$ cat src/rtl/test_cmd_resp_pkg.sv
// rtl/test_cmd_resp_pkg.sv - shared state type, word-count width and log mask helper
package test_cmd_resp_pkg;

  typedef enum logic [1:0] {
    IDLE  = 2'd0,
    SCAN  = 2'd1,
    ARMED = 2'd2,
    VAL   = 2'd3
  } state_e;

  localparam int WORD_CNT_W = 16;

  function automatic logic [31:0] log_mask(input int unsigned shift);
    return (32'd1 << shift) - 32'd1;
  endfunction

endpackage

$ cat src/rtl/resp_wrap_counter.sv
// rtl/resp_wrap_counter.sv - wrap-around validate counter with load-to-1, wrap and log-hit flags
module resp_wrap_counter
  import test_cmd_resp_pkg::*;
#(
  parameter int CNT_W     = 16,
  parameter int LOG_SHIFT = 10
) (
  input  logic             clk,
  input  logic             rst_n,
  input  logic             load_i,
  input  logic             inc_i,
  output logic [CNT_W-1:0] cnt_o,
  output logic             wrap_o,
  output logic             log_hit_o
);

  localparam logic [CNT_W-1:0] LOG_MASK = CNT_W'(log_mask(LOG_SHIFT));
  localparam logic [CNT_W-1:0] ONE      = CNT_W'(1);

  logic [CNT_W-1:0] cnt_q, cnt_d;

  always_comb begin
    cnt_d = cnt_q;
    if (load_i) begin
      cnt_d = ONE;
    end else if (inc_i) begin
      cnt_d = cnt_q + ONE;
    end
  end

  always_ff @(posedge clk or negedge rst_n) begin
    if (!rst_n) begin
      cnt_q <= '0;
    end else begin
      cnt_q <= cnt_d;
    end
  end

  // wrap_o flags the all-ones value, i.e. the next increment returns to 0
  assign cnt_o     = cnt_q;
  assign wrap_o    = &cnt_q;
  assign log_hit_o = ((cnt_q & LOG_MASK) == ONE);

endmodule

$ cat config.mk
export PLATFORM = sky130hd
export DESIGN_NAME = resp_wrap_counter
export DESIGN_NICKNAME = d
export VERILOG_FILES = /design/src/rtl/test_cmd_resp_pkg.sv /design/src/rtl/resp_wrap_counter.sv
export SDC_FILE = /design/constraint.sdc
export NUM_CORES = 1
export LEC_CHECK = 0
export CORE_MARGIN = 1.5
export CORE_UTILIZATION = 30
export CTS_CLUSTER_SIZE = 12
export DETAILED_ROUTE_END_ITERATION = 10
export PLACE_DENSITY_LB_ADDON = 0.12
export SYNTH_ARGS = -nofsm -noshare
export SYNTH_HDL_FRONTEND = slang
export SYNTH_SLANG_ARGS = --single-unit
export TNS_END_PERCENT = 50
$ cat constraint.sdc
create_clock -name clk -period 2.2 [get_ports clk]
set_input_delay 0.33 -clock clk [delete_from_list [all_inputs] [get_ports clk]]
set_output_delay 0.33 -clock clk [all_outputs]
set_load 0.01 [all_outputs]
==> impl_metrics.ini <==
[setup_path]
cp-startpoint = cnt_o[5]
worstSetupStartpointType = register
r2r_end = cnt_o[14]
worstPathArrival_ns = 1.76
ff2ff_setup_slack_ns = 0.31
critPathBufInv = 1
path_class = reg2out
crit_chain = nor4_2, and4_1, clkdlybuf4s50_1
path_delay_family = buffers and inverters
required_ns = 1.87
crit_fanout = 7
r2r-start = cnt_o[1]
crit_slowest_cell = clkdlybuf4s50_1
crit_path_end_kind = output pin
r2r_cells = 5
crit_path_max_incr_delay_ns = 0.53

[sta]
timing.slew.headroom_pct = 74.02
setup_violations = 0
timing.fmax_ghz = 0.4790
worst_slack_ns = 0.1124
rsz0062_at_grt = no
hold_viol_final = 0
drv_slew = 0
period_share_pct = 94.89
worst-slew-pin-transition_ns = 0.3861
clock_skew_ns = 0.003165
finalSetupTns_ns = 0
fin_crit_ns = 2.088

[power_and_ir_drop]
clock_power_share_pct = 34.2
p_comb_share_pct = 13.3
switchingPower_mw = 0.1445
max-vdd-ir-drop_mv = 0.3287
power.density_nw_per_um2 = 477.4
power.total_mw = 0.5841
seq_power_share_pct = 52.5
power_switching_share_pct = 24.73
internal_power_mw = 0.4397
p_leak_nw = 0.4849

[route]
avgRoutedWirePerCell_um = 12.97
drtIter0Drc = 5
vias = 769
drt-total-wl_um = 2010
drt_pass1_iterations = 4
ant_nets = 0
drc_errors = 0
via_per_inst = 4.961

[global_routing]
grt_max_degree = 18
antenna_found_initial = 0
grt_pass1_vias = 750
grt_overflow = 0
grtUsageTotal_pct = 14.02
grt_first_pass_wirelength_um = 3519

[clocking]
cts_tree = done
clk_latency_ns = 0.29
h-tree-depth = 1
numCtsBuffers = 3
clk_pin_slew_ns = 0.10
numClockSinks = 16
cts.path.max_buffers = 2
cts-root-buf = clkbuf_4

[floorplanning]
core_area_sq_um = 2734
start_util_pct = 31.21
fp.dieH_um = 56.33
rows = 19
die_w_um = 56.33
ios = 22
die_area_sq_um = 3173

[synthesis]
synthCells = 90
yosysTopAreaCell = dfrtp_1
netlist.area_leader.share_pct = 46.92
ys_seq_elements = 16
syn_nets = 96
syn_area_sq_um = 853.3
synth_area_leaders = dfrtp_1 47%, xnor2_1 7.2%, nor2_1 5.3%
synth_area_per_cell_sq_um = 9.481
synth_cell_types = 29
seq_area_frac_synth_pct = 46.92
ys.warnings.count = 0

[placement]
port_buffers = 21
gp_congestion = 0.8253
pre_cts_slack_ns = 0.1521
dpl.hpwl_um = 1484

[layout]
postLayoutCoreUtil_pct = 44.76
largest_reg_flops = 16
area_delta_synth_final_pct = 43.40
drive_above_1_share_pct = 18.55
fin_nets = 131
antennaDiodeCount = 0

[hold_path]
hp-class = in2async

[job]
max_cap_viol_count = 0

[run_status]
status = completed
==> metrics by stage <==
step	instances	hold slack, ns	cell area (sq um)
after floorplan	90	0.03441	853.3
after global placement	150	0.5615	1171
after detailed placement	150	0.5766	1171
after CTS	154	0.3523	1206
after global routing	155	0.3460	1224
final	155	0.3511	1224
==> worst reg2reg max path: stages (launching register included) <==
cell and delay [ns]:
dfrtp_1 0.44, ha_1 0.23, nand4_2 0.19, or3_4 0.43, or4_1 0.40, a21oi_1 0.15
==> per-layer routing <==
| layer | global-route usage, % | up-vias | part of all wire, % |
|---|---|---|---|
| li1 | - | 386 | - |
| met1 | 19.50 | 369 | 51 |
| met2 | 21.34 | 12 | 45 |
| met3 | 2.535 | 2 | 3.4 |
| met4 | 6.122 | 0 | 0.85 |
| met5 | 0 | - | 0 |
==> synth_stat cells <==
| master | n |
|---|---|
| dfrtp_1 | 16 |
| nor2_1 | 12 |
| xnor2_1 | 7 |
| a21oi_1 | 5 |
| nand3_1 | 5 |
| nor4_1 | 5 |
| inv_1 | 4 |
| nand2_1 | 4 |
| nor3_1 | 3 |
| xor2_1 | 3 |
| buf_2 | 2 |
| ha_1 | 2 |
| nand2b_1 | 2 |
| nand4_1 | 2 |
| o21ai_0 | 2 |
| or3_1 | 2 |
| or4_1 | 2 |
| a211oi_1 | 1 |
| a21o_1 | 1 |
| a31o_2 | 1 |
| and2_1 | 1 |
| and4_1 | 1 |
| clkbuf_1 | 1 |
| nand4_2 | 1 |
| nor3b_1 | 1 |
| o211ai_1 | 1 |
| o31ai_1 | 1 |
| or3_2 | 1 |
| or3_4 | 1 |
==> layout make-up <==
type	instances	area [sq um]
flip-flops and latches	16	401.6
inverters	4	15.01
multi-input cells	67	432.9
fillers	288	1510
repair buffers	33	299.0
well taps	31	38.79
clock buffers	4	36.28
==> cells in the final DEF (no fill, tap or decap) <==
cell              n
and4_1            1
o21ai_0           2
a31o_2            1
nand3_1           5
or3_4             1
or3_2             1
a21oi_1           5
or3_1             2
buf_4            12
a21o_1            1
inv_1             4
nor4_2            1
a211oi_1          1
nand2_1           4
or4_1             2
clkbuf_4          3
nand2b_1          2
nor4_1            4
clkdlybuf4s50_1  20
nand4_2           1
nor3b_1           1
dfrtp_2           1
and2_4            1
clkbuf_8          1
nor3_1            3
dlygate4sd2_1     1
o31ai_1           1
xnor2_1           7
dfrtp_1          15
nor2_1           12
o211ai_1          1
ha_1              2
xor2_1            3
nand4_1           2
==> repair_timing <==
item	in CTS	in global routing
endpoints found under the hold margin	0	0
setup buffers	0	1
pin swaps	0	0
setup endpoints to repair	1	2
hold buffers	0	0
gates resized for setup	1	3
==> logic make-up (layout without fill, tap and decap cells) <==
group / after synthesis / after routing / share of synthesized area [%]
flops: 16 / 16 / 46.92
buf+inv: 7 / 41 / 3.372
compound gates: 12 / 12 / 8.652
simple gates: 43 / 43 / 27.86
xor+xnor: 10 / 10 / 10.26
fa+ha+maj: 2 / 2 / 2.932
==> worst max-delay path by stage <==
stage                end  cells past startpoint
3_5_place_dp      wrap_o                      5
6_report       log_hit_o                      3
4_1_cts        log_hit_o                      3
3_3_place_gp      wrap_o                      5
2_1_floorplan  cnt_o[14]                      5
5_1_grt        log_hit_o                      3
==> power by group through the flow <==
stage	Combinational (mW)	Clock, mW	Sequential [mW]
final	0.0776	0.200	0.307
after floorplan	0.0290	0	0.315
after global routing	0.0852	0.221	0.308
after detailed placement	0.0780	0	0.312
after CTS	0.0784	0.205	0.306
after global placement	0.0760	0	0.312
No activity file was read; power rests on OpenSTA's default activity.
